`config.mk`:
```
export PLATFORM = sky130hd
export DESIGN_NAME = axilite_regfile
export DESIGN_NICKNAME = d
export VERILOG_FILES = /design/src/rtl/axilite_regfile.sv
export SDC_FILE = /design/constraint.sdc
export NUM_CORES = 1
export LEC_CHECK = 0
export CAP_MARGIN = 30
export CORE_AREA = 3 3 262 264
export DETAILED_ROUTE_END_ITERATION = 16
export DIE_AREA = 0 0 265 267
export PLACE_DENSITY_LB_ADDON = 0.2
export SYNTH_ARGS = -nofsm -noshare
export SYNTH_HDL_FRONTEND = slang
export SYNTH_SLANG_ARGS = --single-unit
```
`constraint.sdc`:
```
create_clock -name aclk -period 4.1 [get_ports aclk]
set_input_delay 1.025 -clock aclk [delete_from_list [all_inputs] [get_ports aclk]]
set_output_delay 1.025 -clock aclk [all_outputs]
set_load 0.005 [all_outputs]
```
`src/rtl/axilite_regfile.sv`:
```
// axilite_regfile: AXI4-Lite responder backed by NUM_REGS 32-bit read/write registers.
// Register contents are exported flat on reg_out, and each write pulses wr_stb for one cycle.
// Independent write (WIdle/WResp) and read (RIdle/RData) FSMs, one transaction outstanding each.
// Optional macro AXIL_ID_REG_EN: register 0 becomes read-only and always reads ID_VALUE.
module axilite_regfile #(
  parameter int unsigned C_AXI_DATA_WIDTH = 32,
  parameter int unsigned C_AXI_ADDR_WIDTH = 32,
  parameter int unsigned NUM_REGS         = 16,
  parameter logic [31:0] RESET_VALUE      = 32'h0,
  parameter logic [31:0] ID_VALUE         = 32'h0
) (
  input  logic                                 aclk,
  input  logic                                 aresetn,
  input  logic [C_AXI_ADDR_WIDTH-1:0]          s_axi_awaddr,
  input  logic                                 s_axi_awvalid,
  output logic                                 s_axi_awready,
  input  logic [C_AXI_DATA_WIDTH-1:0]          s_axi_wdata,
  input  logic [C_AXI_DATA_WIDTH/8-1:0]        s_axi_wstrb,
  input  logic                                 s_axi_wvalid,
  output logic                                 s_axi_wready,
  output logic [1:0]                           s_axi_bresp,
  output logic                                 s_axi_bvalid,
  input  logic                                 s_axi_bready,
  input  logic [C_AXI_ADDR_WIDTH-1:0]          s_axi_araddr,
  input  logic                                 s_axi_arvalid,
  output logic                                 s_axi_arready,
  output logic [C_AXI_DATA_WIDTH-1:0]          s_axi_rdata,
  output logic [1:0]                           s_axi_rresp,
  output logic                                 s_axi_rvalid,
  input  logic                                 s_axi_rready,
  output logic [C_AXI_DATA_WIDTH*NUM_REGS-1:0] reg_out,
  output logic [NUM_REGS-1:0]                  wr_stb
);

  localparam int unsigned DW = C_AXI_DATA_WIDTH;
  localparam int unsigned SW = DW / 8;
  localparam int unsigned IW = C_AXI_ADDR_WIDTH - 2;
  localparam logic [IW-1:0] NumRegsIdx = IW'(NUM_REGS);
  localparam logic [1:0] RespOkay   = 2'b00;
  localparam logic [1:0] RespSlvErr = 2'b10;

  typedef enum logic [0:0] {WIdle, WResp} w_state_e;
  typedef enum logic [0:0] {RIdle, RData} r_state_e;

  w_state_e w_state_q, w_state_d;
  r_state_e r_state_q, r_state_d;

  logic          awready_q, awready_d, wready_q, wready_d;
  logic          aw_have_q, aw_have_d, w_have_q, w_have_d;
  logic [IW-1:0] aw_idx_q, aw_idx_d;
  logic [DW-1:0] wdata_q, wdata_d;
  logic [SW-1:0] wstrb_q, wstrb_d;
  logic          bvalid_q, bvalid_d;
  logic [1:0]    bresp_q, bresp_d;
  logic [NUM_REGS-1:0] wr_stb_q, wr_stb_d;
  logic [DW-1:0] regs_q [NUM_REGS];
  logic [DW-1:0] regs_d [NUM_REGS];

  logic          arready_q, arready_d, rvalid_q, rvalid_d;
  logic [1:0]    rresp_q, rresp_d;
  logic [DW-1:0] rdata_q, rdata_d;

  logic          aw_hs, w_hs, b_hs, wr_commit, wr_err;
  logic [IW-1:0] wr_idx;
  logic [DW-1:0] wr_data;
  logic [SW-1:0] wr_strb;
  logic          ar_hs, r_hs, rd_err;
  logic [IW-1:0] ar_idx;
  logic [DW-1:0] rd_val;

  // Write handshakes; a channel accepted this cycle bypasses its holding register.
  always_comb begin
    aw_hs     = s_axi_awvalid & awready_q;
    w_hs      = s_axi_wvalid & wready_q;
    b_hs      = bvalid_q & s_axi_bready;
    wr_idx    = aw_hs ? s_axi_awaddr[C_AXI_ADDR_WIDTH-1:2] : aw_idx_q;
    wr_data   = w_hs ? s_axi_wdata : wdata_q;
    wr_strb   = w_hs ? s_axi_wstrb : wstrb_q;
    wr_commit = (w_state_q == WIdle) & (aw_hs | aw_have_q) & (w_hs | w_have_q);
    wr_err    = (wr_idx >= NumRegsIdx);
`ifdef AXIL_ID_REG_EN
    wr_err    = wr_err | (wr_idx == '0);
`endif
  end

  // Write FSM next state.
  always_comb begin
    w_state_d = w_state_q;
    unique case (w_state_q)
      WIdle:   if (wr_commit) w_state_d = WResp;
      WResp:   if (b_hs) w_state_d = WIdle;
      default: w_state_d = WIdle;
    endcase
  end

  // Write FSM outputs: channel readiness, holding registers and the B response.
  always_comb begin
    awready_d = awready_q;
    wready_d  = wready_q;
    aw_have_d = aw_have_q;
    w_have_d  = w_have_q;
    aw_idx_d  = wr_idx;
    wdata_d   = wr_data;
    wstrb_d   = wr_strb;
    bvalid_d  = bvalid_q;
    bresp_d   = bresp_q;
    unique case (w_state_q)
      WIdle: begin
        if (wr_commit) begin
          awready_d = 1'b0;
          wready_d  = 1'b0;
          aw_have_d = 1'b0;
          w_have_d  = 1'b0;
          bvalid_d  = 1'b1;
          bresp_d   = wr_err ? RespSlvErr : RespOkay;
        end else begin
          aw_have_d = aw_have_q | aw_hs;
          w_have_d  = w_have_q | w_hs;
          awready_d = ~(aw_have_q | aw_hs);
          wready_d  = ~(w_have_q | w_hs);
        end
      end
      WResp: begin
        if (b_hs) begin
          bvalid_d  = 1'b0;
          awready_d = 1'b1;
          wready_d  = 1'b1;
        end
      end
      default: ;
    endcase
  end

  // Register bank update with byte strobes; strobe pulses even when no byte is enabled.
  always_comb begin
    regs_d   = regs_q;
    wr_stb_d = '0;
    for (int unsigned i = 0; i < NUM_REGS; i++) begin
      if (wr_commit && !wr_err && (wr_idx == IW'(i))) begin
        wr_stb_d[i] = 1'b1;
        for (int unsigned b = 0; b < SW; b++) begin
          if (wr_strb[b]) regs_d[i][8*b +: 8] = wr_data[8*b +: 8];
        end
      end
    end
  end

  // Write FSM state register.
  always_ff @(posedge aclk or negedge aresetn) begin
    if (!aresetn) w_state_q <= WIdle;
    else          w_state_q <= w_state_d;
  end

  // Write datapath and register bank.
  always_ff @(posedge aclk or negedge aresetn) begin
    if (!aresetn) begin
      awready_q <= 1'b0;
      wready_q  <= 1'b0;
      aw_have_q <= 1'b0;
      w_have_q  <= 1'b0;
      aw_idx_q  <= '0;
      wdata_q   <= '0;
      wstrb_q   <= '0;
      bvalid_q  <= 1'b0;
      bresp_q   <= RespOkay;
      wr_stb_q  <= '0;
      for (int unsigned i = 0; i < NUM_REGS; i++) regs_q[i] <= DW'(RESET_VALUE);
    end else begin
      awready_q <= awready_d;
      wready_q  <= wready_d;
      aw_have_q <= aw_have_d;
      w_have_q  <= w_have_d;
      aw_idx_q  <= aw_idx_d;
      wdata_q   <= wdata_d;
      wstrb_q   <= wstrb_d;
      bvalid_q  <= bvalid_d;
      bresp_q   <= bresp_d;
      wr_stb_q  <= wr_stb_d;
      regs_q    <= regs_d;
    end
  end

  // Read decode: samples the bank before any same-edge write lands.
  always_comb begin
    ar_hs  = s_axi_arvalid & arready_q;
    r_hs   = rvalid_q & s_axi_rready;
    ar_idx = s_axi_araddr[C_AXI_ADDR_WIDTH-1:2];
    rd_err = (ar_idx >= NumRegsIdx);
    rd_val = '0;
    for (int unsigned i = 0; i < NUM_REGS; i++) begin
      if (ar_idx == IW'(i)) rd_val = regs_q[i];
    end
`ifdef AXIL_ID_REG_EN
    if (ar_idx == '0) rd_val = DW'(ID_VALUE);
`endif
  end

  // Read FSM next state.
  always_comb begin
    r_state_d = r_state_q;
    unique case (r_state_q)
      RIdle:   if (ar_hs) r_state_d = RData;
      RData:   if (r_hs) r_state_d = RIdle;
      default: r_state_d = RIdle;
    endcase
  end

  // Read FSM outputs; rdata/rresp hold until the next accepted address.
  always_comb begin
    arready_d = arready_q;
    rvalid_d  = rvalid_q;
    rresp_d   = rresp_q;
    rdata_d   = rdata_q;
    unique case (r_state_q)
      RIdle: begin
        arready_d = ~ar_hs;
        if (ar_hs) begin
          rvalid_d = 1'b1;
          rresp_d  = rd_err ? RespSlvErr : RespOkay;
          rdata_d  = rd_err ? '0 : rd_val;
        end
      end
      RData: begin
        if (r_hs) begin
          rvalid_d  = 1'b0;
          arready_d = 1'b1;
        end
      end
      default: ;
    endcase
  end

  // Read FSM state register.
  always_ff @(posedge aclk or negedge aresetn) begin
    if (!aresetn) r_state_q <= RIdle;
    else          r_state_q <= r_state_d;
  end

  // Read datapath registers.
  always_ff @(posedge aclk or negedge aresetn) begin
    if (!aresetn) begin
      arready_q <= 1'b0;
      rvalid_q  <= 1'b0;
      rresp_q   <= RespOkay;
      rdata_q   <= '0;
    end else begin
      arready_q <= arready_d;
      rvalid_q  <= rvalid_d;
      rresp_q   <= rresp_d;
      rdata_q   <= rdata_d;
    end
  end

  // Flatten the bank onto reg_out.
  always_comb begin
    reg_out = '0;
    for (int unsigned i = 0; i < NUM_REGS; i++) reg_out[DW*i +: DW] = regs_q[i];
`ifdef AXIL_ID_REG_EN
    reg_out[DW-1:0] = DW'(ID_VALUE);
`endif
  end

  assign s_axi_awready = awready_q;
  assign s_axi_wready  = wready_q;
  assign s_axi_bvalid  = bvalid_q;
  assign s_axi_bresp   = bresp_q;
  assign s_axi_arready = arready_q;
  assign s_axi_rvalid  = rvalid_q;
  assign s_axi_rresp   = rresp_q;
  assign s_axi_rdata   = rdata_q;
  assign wr_stb        = wr_stb_q;

  // Byte-offset address bits are ignored by design.
  logic unused_bits;
`ifdef AXIL_ID_REG_EN
  assign unused_bits = ^{s_axi_awaddr[1:0], s_axi_araddr[1:0]};
`else
  assign unused_bits = ^{s_axi_awaddr[1:0], s_axi_araddr[1:0], ID_VALUE};
`endif

endmodule

```
==> After elaboration in Yosys (flattened, before gate mapping) <==
Cells that the tools add are included.
{ "totals": {"latchBits": 0, "n_memories": 0, "register_bits": 639, "mem_bits_rw": 0, "rom_bits": 0, "inputBits": 107, "output_inout_bits": 569} }
{ "classes": {"n_div": 0, "n_addsub": 0, "n_mul": 0, "n_bitwise": 14, "n_eq_ne": 34, "order_cmp": 2, "reduce_logical": 88, "muxes": 59, "n_shift": 0} }
{ "ops": {"columns": ["op", "count"], "rows": [
  ["32-bit 2-to-1 mux", 18],
  ["30-bit by 4-bit equality test with 1-bit output, second input constant", 16],
  ["30-bit by 3-bit equality test with 1-bit output, second input constant", 8],
  ["2-bit AND reduction", 68],
  ["30-bit by 2-bit equality test with 1-bit output, second input constant", 4],
  ["30-bit by 1-bit equality test with 1-bit output, second input constant", 2],
  ["30-bit by 5-bit >= comparator with 1-bit output, second input constant", 2],
  ["30-bit zero test", 2],
  ["1-bit 2-to-1 mux", 30],
  ["30-bit 2-to-1 mux", 1],
  ["1-bit logical AND", 17],
  ["1-bit one-hot mux with 2 select lines", 7],
  ["1-bit AND", 7],
  ["1-bit inverter", 5],
  ["2-bit 2-to-1 mux", 2],
  ["4-bit 2-to-1 mux", 1],
  ["2-bit by 1-bit != test with 1-bit output, second input constant", 2],
  ["2-bit != test, second input constant", 2],
  ["1-bit bitwise OR", 2],
  ["1-bit zero test", 1]
]} }

==> Depth between registers and ports, before layout <==
{ "logic_depth": {"depth_word": 18, "ltp_mapped": 11} }

==> Worst setup path before layout <==
OpenSTA, ideal clock, no wires.
{ "synth_timing": {"path_type": "in2reg", "from": "input port s_axi_araddr[9]", "to": "register rdata_q[21] (netlist: s_axi_rdata[21])", "setup_ns": 0.128, "required_ns": 3.972, "path_buffers": 3, "stages": 10, "slack_ns": 0.619, "t_arrival_ns": 3.353, "path_cell_list": "or4_4 -> or4_1 -> buf_6 -> buf_2 -> nor3_4 -> buf_2 -> mux2i_1 -> a21oi_1 -> a31oi_1 -> a2bb2oi_1"} }
{ "synth_via": {"elab_chain_len": 18} }
{ "synth_rtl": {"columns": ["element", "line", "source"], "rows": [
  ["start: declaration", "24", "input logic [C_AXI_ADDR_WIDTH-1:0] s_axi_araddr,"],
  ["30-bit zero test", "191", "if (ar_idx == IW'(i)) rd_val = regs_q[i];"],
  ["32-bit 2-to-1 mux (16 in series)", "191", null],
  ["32-bit 2-to-1 mux *", "220", "rdata_d = rd_err ? '0 : rd_val;"],
  ["end signal: assignment", "250", "rdata_q <= rdata_d;"],
  ["end: declaration", "61", "logic [DW-1:0] rdata_q, rdata_d;"]
]} }
Every way passes the cells marked *; elsewhere a longest branch is shown, timed or not.
A chain may end at the register's enable or synchronous reset.

==> Worst setup path after layout <==
{ "layout_timing": {"from": "input port s_axi_araddr[9]", "to": "register rdata_q[27] (netlist: s_axi_rdata[27])"} }
Same word-level chain as after synthesis.

==> results.md <==
- Clk slew on worst S/H paths: 60 ps
- CTS sink count: about 640
- Die area: between 70000 and 80000 µm²
- Crit-path slowest cell: or4_4
- Fill cells: 5632
- M2 GR Usage: around two thirds
- Critical Path Stages: 11
- R2R Setup Slk: 1000 ps
- Seq pwr share: 42.8%
- Hold buffers post-CTS: 0
- WP buf/inv: 4
- Num rows: 95
- First-iteration detailed-routing DRC count: 3293
- Largest net degree at the start of global routing: about 120
- MaxCap Viol Count: 0
- Library cells used by synthesis: 72
- Initial antenna violation count: 7
- Post-synthesis cell area: about 28000 µm²
- Net Sw Frac: a little under a third
- Internal power: between 10000 and 15000 µW
- DRT Pass-1 Iters: 6
- Worst path top cell family by delay: simple AND/OR/NAND/NOR gates
- Crit end category: register
- Max_slew headroom: 50.47%
- Post-CTS sizing: 0
- Antenna violation net count after detailed routing: 0
- Core footprint: roughly 67000 µm²
- Worst R2R Path Depth: 9
- Initial Util: roughly 42%
- Psw: slightly below 5000 µW
- Comb pwr share: a little under a fifth
- CP Max Fanout: 7
- Final Slew Violations: 0
- Crit path time final: 3861 ps
- CTS max path bufs: 3
- Critical Path Sink: s_axi_rdata[27]
- Via count: approximately 28000
- Clk root buf: clkbuf_16
- RD Place Congestion: 0.9534
- Final setup vio count: 0
- Top_reg_cell synth: dfrtp_1
- Setup TNS: 0 ps
- First-pass GRT wire length: between 150 and 200 mm
- Worst-Margin Slew: around 740 ps
- Peak supply drop: 0.2545 mV
- Post-CTS Setup Inserts: 0
- Wirelength per Cell: 30.38 µm
- Ratio of cells with drive above 1 in the final layout: between 10% and 20%
- Power density cells: about 400 nW/µm²
- Chip Height: 267 µm
- Total grt overflow: 0
- Most frequent CP cell: buf_4
- Overall Power: around 16000 µW
- Critical path class: in -> reg
- Place WS: -405.5 ps
- Clock share of power: 39.1%
- Critical Path AT: between 4000 and 5000 ps
- Detail Placement HPWL: 106.0 mm
- Placed inst area: roughly 38000 µm²
- Clock Skews: 23.06 ps
- Final hold vios: 0
- Area Growth Syn to Fin: 42.57%
- Die Width: about 270 µm
- Leakage: around 0.018 µW
- Hold Path Class: in -> async
- Met1 usage: 45.90%
- Design Area, Final: approximately 40000 µm²
- GRT Total Usage: about two fifths
- Crit-path cells: clkdlybuf4s50_1 -> or4_4 -> or4_1 -> buf_4 -> nor3_2 -> nand2_1 -> buf_4 -> o21ai_0 -> a21oi_1 -> buf_4 -> o31a_1
- Outcome: completed
- CTS tree: yes
- Worst Slack Setup Final: roughly 240 ps
- Worst-Skew Late Latency: around 620 ps
- Crit-path max cell delay: roughly 560 ps
- Setup crit start kind: input port
- Part of the cycle the worst path needs: between 90 and 100%
- Vias per inst: a little over 6
- Synthesized flop and latch total: between 600 and 700
- CTS Buf Count: 72
- CP Data Required Time: roughly 4600 ps
- RSZ-0062 raised after global routing: false
- Seq/Total Area, Yosys: around 56%
- Vias in the first global route: 27246
- Syn_area_per_cell: ~10 µm²
- Fin cells: around 4600
- Post-synth EDFFs: 0
- Fmax: approximately 260 MHz
- Drc violations: 0
- R2r endpoint: reg_out[225]
- IO Pins: 676
- Timing startpoint of the critical path: s_axi_araddr[9]
- H-tree lvl count: 3
- Buffers on Ports: approximately 670
- Synth Instances: approximately 2800
- Met3 usage: between 8 and 9%
- Layer with the highest usage: met2
- Reg2reg start: aw_idx_q[6]
- Warnings from Yosys: 0
- Final net count: around 3700
- FFs w/ async S/R, synth: 100.0%
- Final WL: around 140 mm
- Dpl cells: between 4000 and 5000
==> flip-flops by register name, indices dropped and copies added, names as in the netlist <==
register       flops
wdata_q           32
s_axi_bvalid       1
w_state_q          1
s_axi_rdata       32
s_axi_awready      1
s_axi_bresp        1
wstrb_q            4
aw_have_q          1
s_axi_rresp        1
s_axi_arready      1
reg_out          512
s_axi_wready       1
s_axi_rvalid       1
w_have_q           1
aw_idx_q          30
r_state_q          1
wr_stb            16
==> area by class of cell <==
class	count	area [µm²]	area share (%)
inverters	56	210.2	0.5203
repair buffers	980	9432	23.35
clock inverters	21	172.7	0.4274
well taps	873	1092	2.704
multi-input cells	1887	11470	28.39
flip-flops and latches	637	15940	39.46
diodes	7	17.52	0.04336
clock buffers	104	2063	5.107
==> cells in the mapped netlist, types with 10 or more instances <==
master       n  area [µm²]
buf_1       12       45.04
and2_1      10       62.56
a21oi_1     77       385.4
nand2_1    521        1956
a222oi_1    11       110.1
dfrtp_1    637       15940
nor2b_1     14       87.58
a22o_1      13       113.9
clkbuf_1   164       615.6
mux2_2     132        1486
mux2i_1     69       690.7
a22oi_1     28       210.2
a32oi_1     13       113.9
nand3_1     40       200.2
nor2_1      78       292.8
nor2_2      12       75.07
buf_2       15       75.07
o22ai_1     16       100.1
nor4_1      17       106.4
nor3_1      20       100.1
o21ai_0    545        2728
a221oi_1    18       157.7
a31oi_1     13       81.33
a221o_1     14       140.1
o211ai_1    10       75.07
or2_2       11       68.82
a2bb2oi_1   13       113.9
mux4_2      26       585.6
nand4_1     40       250.2
inv_1       56       210.2
==> placed cells by master (no fill, tap or decap), types with 16 or more instances in the layout <==
| master | instances |
|---|---|
| clkdlybuf4s50_1 | 666 |
| dfrtp_1 | 637 |
| o21ai_0 | 545 |
| nand2_1 | 521 |
| buf_4 | 281 |
| mux2_2 | 132 |
| a21oi_1 | 77 |
| nor2_1 | 76 |
| clkbuf_16 | 73 |
| mux2i_1 | 69 |
| inv_1 | 56 |
| nand4_1 | 40 |
| nand3_1 | 39 |
| buf_12 | 32 |
| a22oi_1 | 28 |
| mux4_2 | 26 |
| clkbuf_1 | 19 |
| a221oi_1 | 18 |
| nor4_1 | 17 |
| nor3_1 | 17 |
| o22ai_1 | 16 |
==> cells by family after synthesis <==
logic type	Yosys count	synth area share, %
mux	227	9.750
simple gates	817	13.19
compound gates	841	17.36
other cells	1	0.01323
buf+inv	250	3.431
flops	637	56.26
==> worst min-delay path by stage <==
stage	cells after the start	start	slack (ps)	end
2_1_floorplan	2	aw_idx_q[29]	440	aw_idx_q[29]
3_3_place_gp	2	aw_idx_q[29]	450	aw_idx_q[29]
3_5_place_dp	2	aw_idx_q[28]	460	aw_idx_q[28]
5_1_grt	1	aresetn	410	reg_out[358]
6_report	1	aresetn	350	reg_out[358]
4_1_cts	1	aresetn	390	reg_out[358]
==> stage by stage <==
| stage | utilization [%] | hold WS, ps |
|---|---|---|
| 6_report | 60.47 | 350.8 |
| 5_1_grt | 60.46 | 408.6 |
| 4_1_cts | 60.45 | 393.4 |
| 3_5_place_dp | 57.10 | 462.5 |
| 3_3_place_gp | 57.10 | 452.7 |
| 2_1_floorplan | - | 437.4 |
==> power groups by stage <==
stage          Clock (µW)  Sequential (µW)  Combinational (µW)
5_1_grt              6560             6870                3040
3_3_place_gp            0             6930                2780
2_1_floorplan           0             6900                1290
4_1_cts              6330             6840                2840
6_report             6260             6840                2900
3_5_place_dp            0             6950                2830
==> worst reg2reg max path: stages (launching register included) <==
cell,delay [ps]
dfrtp_1,380
nor4_1,360
nand2_1,160
o31ai_1,370
nor4b_4,310
buf_4,220
nand2_1,290
nor2_2,360
buf_12,180
mux2_2,340
==> layer usage <==
layer  share of wire [%]  up-vias
li1                    -    11662
met1                  36    14035
met2                  49     1636
met3                 9.1      363
met4                 5.9        0
met5                   0        -
Note: power is estimated with default switching activity, not from simulation.
